`config.mk`:
```
export PLATFORM = sky130hd
export DESIGN_NAME = vmem1_init_dbg
export DESIGN_NICKNAME = d
export VERILOG_FILES = /design/src/rtl/vmem1_init_dbg.sv
export SDC_FILE = /design/constraint.sdc
export NUM_CORES = 1
export LEC_CHECK = 0
export BUFFER_PORTS_ARGS = -buffer_cell sky130_fd_sc_hd__buf_2
export CAP_MARGIN = 15
export CORE_UTILIZATION = 44
export CTS_CLUSTER_DIAMETER = 120
export DETAILED_ROUTE_END_ITERATION = 10
export PLACE_DENSITY = 0.91
export SETUP_SLACK_MARGIN = 0.5
export SYNTH_ARGS = -nofsm -noshare
export SYNTH_HDL_FRONTEND = slang
export SYNTH_SLANG_ARGS = --single-unit
```
`constraint.sdc`:
```
create_clock -name clk -period 3.4 [get_ports clk]
set_input_delay 0.51 -clock clk [delete_from_list [all_inputs] [get_ports clk]]
set_output_delay 0.51 -clock clk [all_outputs]
set_load 0.05 [all_outputs]
```
`src/rtl/vmem1_init_dbg.sv`:
```
// vmem1_init_dbg: VMEM1 init sweep plus CPU/spy arbitration of the map-1 RAM port
module vmem1_init_dbg #(
  parameter logic [23:0] INIT_DATA = 24'h000000
) (
  input  logic        clk,
  input  logic        reset,
  input  logic [9:0]  cpu_adr,
  input  logic [23:0] cpu_wdata,
  input  logic        cpu_rp,
  input  logic        cpu_wp,
  output logic        busy,
  input  logic        spy_req,
  input  logic        spy_we,
  input  logic [9:0]  spy_adr,
  input  logic [23:0] spy_wdata,
  output logic        spy_ack,
  output logic [23:0] spy_rdata,
  output logic [9:0]  ram_adr,
  output logic [23:0] ram_wdata,
  output logic        ram_wren,
  output logic        ram_rden,
  input  logic [23:0] ram_q
);
  typedef enum logic [1:0] {INIT, IDLE, SPY_RD, SPY_DONE} state_t;
  state_t state, state_nx;
  logic [9:0] cnt;
  logic ack_q;
  logic [23:0] rdata_q;
  logic acc;
  logic init;
  assign acc = state == IDLE && spy_req && !cpu_rp && !cpu_wp;
  assign init = state == INIT;
  always_ff @(posedge clk) begin
    if (reset) begin
      state <= INIT;
      cnt <= '0;
      ack_q <= 1'b0;
      rdata_q <= '0;
    end else begin
      state <= state_nx;
      cnt <= init ? cnt + 10'd1 : 10'd0;
      ack_q <= (acc && spy_we) || state == SPY_RD;
      if (state == SPY_RD) rdata_q <= ram_q;
    end
  end
  always_comb begin
    state_nx = state;
    case (state)
      INIT:     state_nx = cnt == 10'd1023 ? IDLE : INIT;
      IDLE:     state_nx = acc ? (spy_we ? SPY_DONE : SPY_RD) : IDLE;
      SPY_RD:   state_nx = SPY_DONE;
      SPY_DONE: state_nx = spy_req ? SPY_DONE : IDLE;
      default:  state_nx = INIT;
    endcase
  end
  // reset masks the outputs at once, ahead of the registers clearing
  always_comb begin
    busy = reset || init;
    spy_ack = ack_q && !reset;
    spy_rdata = reset ? 24'd0 : rdata_q;
    ram_adr = reset ? 10'd0 : init ? cnt : acc ? spy_adr : cpu_adr;
    ram_wdata = (reset || init) ? INIT_DATA : acc ? spy_wdata : cpu_wdata;
    ram_wren = reset ? 1'b0 : init ? 1'b1 : acc ? spy_we : cpu_wp;
    ram_rden = (reset || init) ? 1'b0 : acc ? !spy_we : cpu_rp && !cpu_wp;
  end
endmodule

```
Word-level counts from Yosys, hierarchy flattened
Index checks and enable logic that the tools add are counted.

storage, ports and cells
  register bits = 37
  input port bits = 98
  logic and storage cells = 40

operators by class
  $add $sub $neg = 1
  eq/ne operators = 4
  mux-type cells = 16
  bitwise logic cells = 1
  reductions and logical operators = 14

operator list
  kind                     number
  $mux W24                 3
  $mux W10                 3
  $add A10 B1 Y10 const B  1
  $eq A10 B10 Y1 const B   1
  $pmux W2 S4              1
  $mux W1                  7
  $logic_and A1 B1 Y1      6
  $eq A2 B2 Y1 const B     2
  $logic_not A1 Y1         4
  $mux W2                  2
  $eq A2 B1 Y1 const B     1
  $logic_not A2 Y1         1
  $logic_or A1 B1 Y1       2
  $reduce_or A2 Y1         1
  $not A1 Y1               1

Depth between registers and ports, before layout
Gate-level depths: netlist of the first run.

  word-level depth = 7
  mapped depth = 5
  depth with buffers taken out = 4

Worst setup path after synthesis of the first run
No wires, ideal clock.

  kind = input port to output port
  start = input reset
  end = output ram_wdata[15]
  arrival time = 2172 ps
  slack = 718 ps
  stages = 5
  cells stage by stage = buf_2 -> o21ba_2 -> clkinv_1 -> buf_2 -> a21oi_1

between the ends
  longest elaborated chain between the ends = 2

RTL lines
  what                line  text
  from (decl)         6     input logic reset,
  $logic_or A1 B1 Y1  n/a
  named net busy      11    output logic busy,
  $mux W24            62    ram_wdata = (reset || init) ? INIT_DATA : acc ? spy_wdata : cpu_wdata;
  to (decl)           19    output logic [23:0] ram_wdata,

The timed path passes the listed nets, and every way through them passes these cells.

Worst setup path after layout of the first run
  start = register state[1]
  end = output ram_wren

between the ends
  longest elaborated chain between the ends = 7
  elaborated cells on any way between the ends = 8
  those cells by class = 1 x eq/ne; 3 x mux; 4 x reduce/logical

RTL lines
  what                               line  text
  from (decl)                        25    state_t state, state_nx;
  from (signal assigned)             40    state <= state_nx;
  $eq A2 B1 Y1                       31    assign acc = state == IDLE && spy_req && !cpu_rp && !cpu_wp;
  $logic_and A1 B1 Y1 (3 in series)  31
  $mux W1                            63    ram_wren = reset ? 1'b0 : init ? 1'b1 : acc ? spy_we : cpu_wp;
  $mux W1 * (2 in series)            63
  to (decl)                          20    output logic ram_wren,

Every way passes the cells marked *; elsewhere a longest branch is shown, timed or not.

==> reports/metrics.yaml, run 1 <==
layout:
  antennaDiodeCount: 0
  layout_commonest_cell: "buf_2"
  drive_gt1_share_pct: 38.0
  area_delta_synth_final_pct: 38.1
  mostFrequentLayoutCells: "buf_2, nand2_1, a21oi_1"
  final_util_pct: 64.9
  nFillCells: 445
  nNetsFinal: 569
yosys:
  syn-cell-area_mm2: 0.00229
  synth.distinct_cells: 33
  synth_cells: 331
  syn_avg_cell_area_um2: 6.93
  ys_warn_count: 0
  syn_nets: 430
  synth-seq-cells: 37
  yosysSeqAreaShare_pct: 32.3
timing:
  clock.fmax_mhz: 371
  fin_crit_ns: 2.69
  fin_tns_setup_ns: 0
  period_share_pct: 79.3
  slew_viol_final: 0
  tightest_slew_ns: 0.950
  skew_ns: 0.00376
  hold_viol: 0
  slew_headroom_pct: 36.7
  rsz0062_at_grt: "false"
  setup_viol: 0
critical_path:
  crit_arrival_ns: 2.18
  r2r_slack_ns: 1.61
  criticalPathCategory: "register to primary output"
  worstPathRequired_ns: 2.89
  endpoint_kind: "primary output"
  crit_fanout: 38
  startpoint_type: "register"
clock_network:
  htreeDepth: 2
  clk_pin_slew_ns: 0.07
  cts_buffers: 5
  post-cts-setup-buffers: 0
  cts_buffer_depth: 2
  cts_tree: "built"
  cts_root_buffer: "clkbuf_8"
  clk_latency_ns: 0.27
  clock-sinks: 37
power_and_ir_drop:
  p_leak_uw: 0.00143
  pwr-share-seq_pct: 51.4
  vdd_ir_drop_max_mv: 0.202
  power_density_mw_per_mm2: 270
  sw_frac_of_total_pct: 21.8
  intPower_uw: 669
  p_sw_uw: 187
  p_clk_share_pct: 37.5
  power_frac_comb_pct: 11.2
floorplan:
  die_h_um: 74.2
  die_width_um: 74.2
  start_util_pct: 47.0
  io_pins: 160
  num_rows: 25
  core-area_mm2: 0.00488
  die_area_mm2: 0.00550
global_routing:
  grt_pass1_vias: 2345
  grt_pass1_wl_um: 9890
  grt_max_degree: 54
  grt_overflow_total: 0
  antenna_found_initial: 0
  grtUsageTotal_pct: 22.6
place:
  place_hpwl_um: 4930
  port_buffers: 159
  gp_congestion: 0.861
drt:
  ant_nets: 0
  vias: 2817
  drt_iter0_markers: 165
  wl_um: 6610
  vias_per_cell: 5.24
  post_drt_wl_per_cell_um: 12.3
  drc: 0
  drt_pass1_iterations: 4
job:
  drv_cap: 0
status:
  outcome: "complete, no violations"
hold_path:
  hold_class: "register to register"
[routing by layer]
layer / up-vias / share of wire [%] / track usage, %
li1: 1434 / - / -
met1: 1267 / 40 / 25.1
met2: 112 / 53 / 44.7
met3: 4 / 5.8 / 2.71
met4: 0 / 0.89 / 5.77
met5: - / 0 / 0
[power by group through the flow]
stage	Sequential (µW)	Combinational (µW)	Clock [µW]
final	440	95.6	321
after floorplan	449	34.9	0
after global placement	450	94.2	0
after global routing	440	106	350
after CTS	440	95.9	333
after detailed placement	450	95.3	0
[metrics by stage]
step	instances	total power [µW]	setup slack [ns]	instance area (µm²)	hold WS, ns
2_1_floorplan	331	484	0.718	2290	0.432
3_3_place_gp	530	544	0.623	3060	0.437
3_5_place_dp	530	545	0.508	3060	0.442
4_1_cts	538	868	0.713	3170	0.452
5_1_grt	538	896	0.555	3170	0.471
6_report	538	856	0.705	3170	0.451
[sequential cells by signal (all words and copies together) (netlist names)]
name	flops
rdata_q	24
state	2
ack_q	1
cnt	10
[worst paths after layout]
| path | from | endpoint | cells after the start |
|---|---|---|---|
| max reg2reg | state[1]$_SDFF_PP0_ | ack_q$_SDFF_PP0_ | 4 |
| min reg2reg | rdata_q[17]$_SDFFE_PP0N_ | rdata_q[17]$_SDFFE_PP0N_ | 2 |
| min | rdata_q[17]$_SDFFE_PP0N_ | rdata_q[17]$_SDFFE_PP0N_ | 2 |
| max | state[1]$_SDFF_PP0_ | ram_wren | 5 |
[cells by family (layout without fill, tap and decap cells)]
logic type	Yosys count	after routing	share of synthesized area (%)
simple gates	151	151	33.7
compound gates	102	102	24.5
fa+ha+maj	1	1	0.545
flops	37	37	32.3
xor+xnor	3	3	1.15
buf+inv	37	177	7.75
[layout make-up]
cell class | count | area, µm² | area share (%)
clock buffers | 7 | 96.3 | 3.04
clock inverters | 1 | 5.00 | 0.158
inverters | 5 | 21.3 | 0.671
multi-input cells | 257 | 1380 | 43.4
flip-flops and latches | 37 | 741 | 23.4
well taps | 67 | 83.8 | 2.65
repair buffers | 164 | 846 | 26.7
[critical path: stages, from the launching register on]
cell,delay (ns)
dfxtp_1,0.47
buf_4,0.38
clkinv_2,0.47
a21oi_1,0.27
a21oi_1,0.08
buf_2,0.24
[synth_stat cells]
cell type	count	share of area, %
nor2b_1	26	7.1
nand3_4	1	0.76
ha_1	1	0.55
a21oi_1	57	12
nand4bb_1	1	0.49
buf_4	6	2.0
dfxtp_1	37	32
o211ai_1	10	3.3
or4_1	3	0.98
nand4_1	9	2.5
o32a_1	1	0.44
o221ai_1	1	0.38
inv_1	3	0.49
buf_1	1	0.16
nand3_2	1	0.44
nor2_1	5	0.82
clkbuf_1	12	2.0
nand2b_1	1	0.27
and4bb_1	1	0.55
nand2_1	62	10
or3_1	2	0.55
or3_2	1	0.33
xor2_1	2	0.76
o41ai_1	1	0.38
o21ba_2	1	0.44
o31ai_1	4	1.3
o21ai_0	27	5.9
nand3_1	36	7.9
buf_2	13	2.8
nor3_4	1	0.71
clkinv_1	2	0.33
xnor2_1	1	0.38
and2_1	1	0.27
[timing repair]
item                       in CTS  in global routing
hold buffers                    0                  0
resized for setup               2                  0
setup endpoints to repair      36                  0
No activity file was read; power rests on OpenSTA's default activity.
==> inputs of run 2 (changes only) <==
--- a/config.mk
+++ b/config.mk
@@ -7,10 +7,10 @@
 export LEC_CHECK = 0
 export BUFFER_PORTS_ARGS = -buffer_cell sky130_fd_sc_hd__buf_2
 export CAP_MARGIN = 15
-export CORE_UTILIZATION = 44
+export CORE_UTILIZATION = 38
 export CTS_CLUSTER_DIAMETER = 120
 export DETAILED_ROUTE_END_ITERATION = 10
-export PLACE_DENSITY = 0.91
+export PLACE_DENSITY = 0.84
 export SETUP_SLACK_MARGIN = 0.5
 export SYNTH_ARGS = -nofsm -noshare
 export SYNTH_HDL_FRONTEND = slang
==> constraint.sdc (replaced) <==
create_clock -name clk -period 2.3 [get_ports clk]
set_input_delay 0.345 -clock clk [delete_from_list [all_inputs] [get_ports clk]]
set_output_delay 0.345 -clock clk [all_outputs]
set_load 0.05 [all_outputs]
==> run 2 against run 1 <==
Net effect:
- via count increased by 7.5%
- sequential share of layout area decreased by 4.9 points
- clock-buffer cell count unchanged
- die area increased by 15%
- largest power group unchanged
==> reports/metrics.yaml, run 2 (synthesis results as in run 1) <==
drt:
  drt_pass1_iterations: 4  # unchanged
  drc: 0  # unchanged
  vias_per_cell: 5.41  # +3.3%
  drt_iter0_markers: 161  # -2.4%
  ant_nets: 0  # unchanged
  vias: 3028  # +7.5%
  wl_um: 8370  # +26%
  post_drt_wl_per_cell_um: 14.9  # +22%
floorplan:
  die_width_um: 79.7  # +7.4%
  io_pins: 160  # unchanged
  core-area_mm2: 0.00568  # +16%
  die_h_um: 79.7  # +7.4%
  start_util_pct: 40.4  # -6.6 points
  die_area_mm2: 0.00635  # +15%
  num_rows: 27  # +8.0%
clock_network:
  cts_buffers: 5  # unchanged
  clock-sinks: 37  # unchanged
  htreeDepth: 2  # unchanged
  cts_tree: "built"
  cts_root_buffer: "clkbuf_8"
  cts_buffer_depth: 2  # unchanged
  clk_pin_slew_ns: 0.07  # about the same
  clk_latency_ns: 0.28  # about the same
status:
  outcome: "complete, no violations"
layout:
  layoutNonFillerInstCount: 560  # +4.1%
  layout_commonest_cell: "buf_2"
  nNetsFinal: 585  # +2.8%
  largest_reg_flops: 24  # unchanged
  regMostFlops: "rdata_q"
  area_delta_synth_final_pct: 76.9
  drive_gt1_share_pct: 48.9  # +11 points
  stdcell_area_mm2: 0.00406  # +28%
  mostFrequentLayoutCells: "buf_2, nand2_1, buf_6"
  largestRegisters: "rdata_q x24, cnt x10, state x2"
global_routing:
  antenna_found_initial: 1  # +1
  grt_pass1_vias: 2773  # +18%
  grt_max_degree: 52  # -3.7%
  grt_overflow_total: 0  # unchanged
  grtUsageTotal_pct: 24.4  # +1.9 points
  grt_pass1_wl_um: 12300  # +25%
place:
  placed_cells: 543  # +2.5%
  place_hpwl_um: 5500  # +11%
  place_ws_ns: 0.375  # -0.133 ns
  dpl_cell_area_mm2: 0.00348  # +13%
  port_buffers: 159  # unchanged
  gp_congestion: 0.830  # -3.6%
power_and_ir_drop:
  p_leak_uw: 0.00169  # +18%
  power_density_mw_per_mm2: 322  # +19%
  vdd_ir_drop_max_mv: 0.318  # +58%
timing:
  slew_viol_final: 0  # unchanged
  rsz0062_at_grt: "true"
  setup_viol: 0  # unchanged
  skew_ns: 0.00710  # +0.00334 ns
  setup_ws_ns: 0.296  # -0.409 ns
  fin_tns_setup_ns: 0  # unchanged
  fin_crit_ns: 2.00
  clock.fmax_mhz: 499
  slew_headroom_pct: 68.2  # +31 points
  tightest_slew_ns: 0.478  # -0.472 ns
  period_share_pct: 87.1
  hold_viol: 0  # unchanged
critical_path:
  worstPathRequired_ns: 1.96  # -0.93 ns
  crit_fanout: 9  # -76%
  endpoint_kind: "primary output"
  startpoint_type: "register"
  criticalPathCategory: "register to primary output"
  crit_arrival_ns: 1.66  # -0.52 ns
job:
  drv_cap: 0  # unchanged
hold_path:
  hold_class: "primary input to register"
[run 2: cell types whose count changed in the layout (fill, tap and decap cells not counted), moves of 4 or more]
cell     previous run  this run
a21oi_1            57        32
a21oi_4             0        24
buf_2             159       122
buf_4               4        10
buf_6               0        37
buf_8               0         4
nand3_1            36        26
nand3_2             1        11
o21ai_0            27        16
o21ai_1             0         9
[run 2: worst max-delay path: stages (launching register included)]
cell	delay [ns]
dfxtp_4	0.41
nand4bb_4	0.13
buf_4	0.19
clkbuf_16	0.17
o211ai_1	0.20
nand3_2	0.12
buf_6	0.16
[run 2: repair_timing]
action	CTS	global route
hold buffers	0	0
gates cloned	3	2
gates resized for setup	95	15
setup buffers	1	2
pin swaps	4	6
setup endpoints to repair	37	36
[run 2: power breakdown]
part           total (µW)  switching [µW]  internal [µW]
logic                 174            90.6           83.2
registers             649            6.05            642
clock network         484             213            271
total                1310             310            996
[run 2: area by class of cell]
type                       instances  area, µm²
clock inverter                     1       5.00
sequential                        37        748
fill                             415       1620
clock buffer                       7       96.3
tap                               72       90.1
inverter                           5       20.0
multi-input combinational        257       1750
timing repair buffer             180       1340
antenna                            1       2.50
[run 2: metrics by stage]
stage                     hold WS [ns]  utilization [%]  power [µW]
after detailed placement         0.442             61.2         825
after global routing             0.296             71.5        1370
after global placement           0.437             61.2         824
after CTS                        0.292             69.5        1310
final                            0.299             71.5        1310
after floorplan                  0.432                -         730
[run 2: routing by layer]
layer / global-route usage (%) / vias to the layer above / wire length (µm)
li1: - / 1471 / -
met1: 26.7 / 1403 / 3170
met2: 45.2 / 135 / 4450
met3: 4.34 / 19 / 532
met4: 11.3 / 0 / 206
met5: 0 / - / 0
[run 2: path summary, 6_finish.rpt]
| kind | start | endpoint | slack [ns] | cells after the start |
|---|---|---|---|---|
| min reg2reg | rdata_q[19]$_SDFFE_PP0N_ | rdata_q[19]$_SDFFE_PP0N_ | 0.45 | 2 |
| max | state[0]$_SDFF_PP0_ | ram_adr[1] | 0.30 | 6 |
| max reg2reg | state[0]$_SDFF_PP0_ | state[0]$_SDFF_PP0_ | 0.57 | 4 |
| min | ram_q[22] | rdata_q[22]$_SDFFE_PP0N_ | 0.30 | 3 |
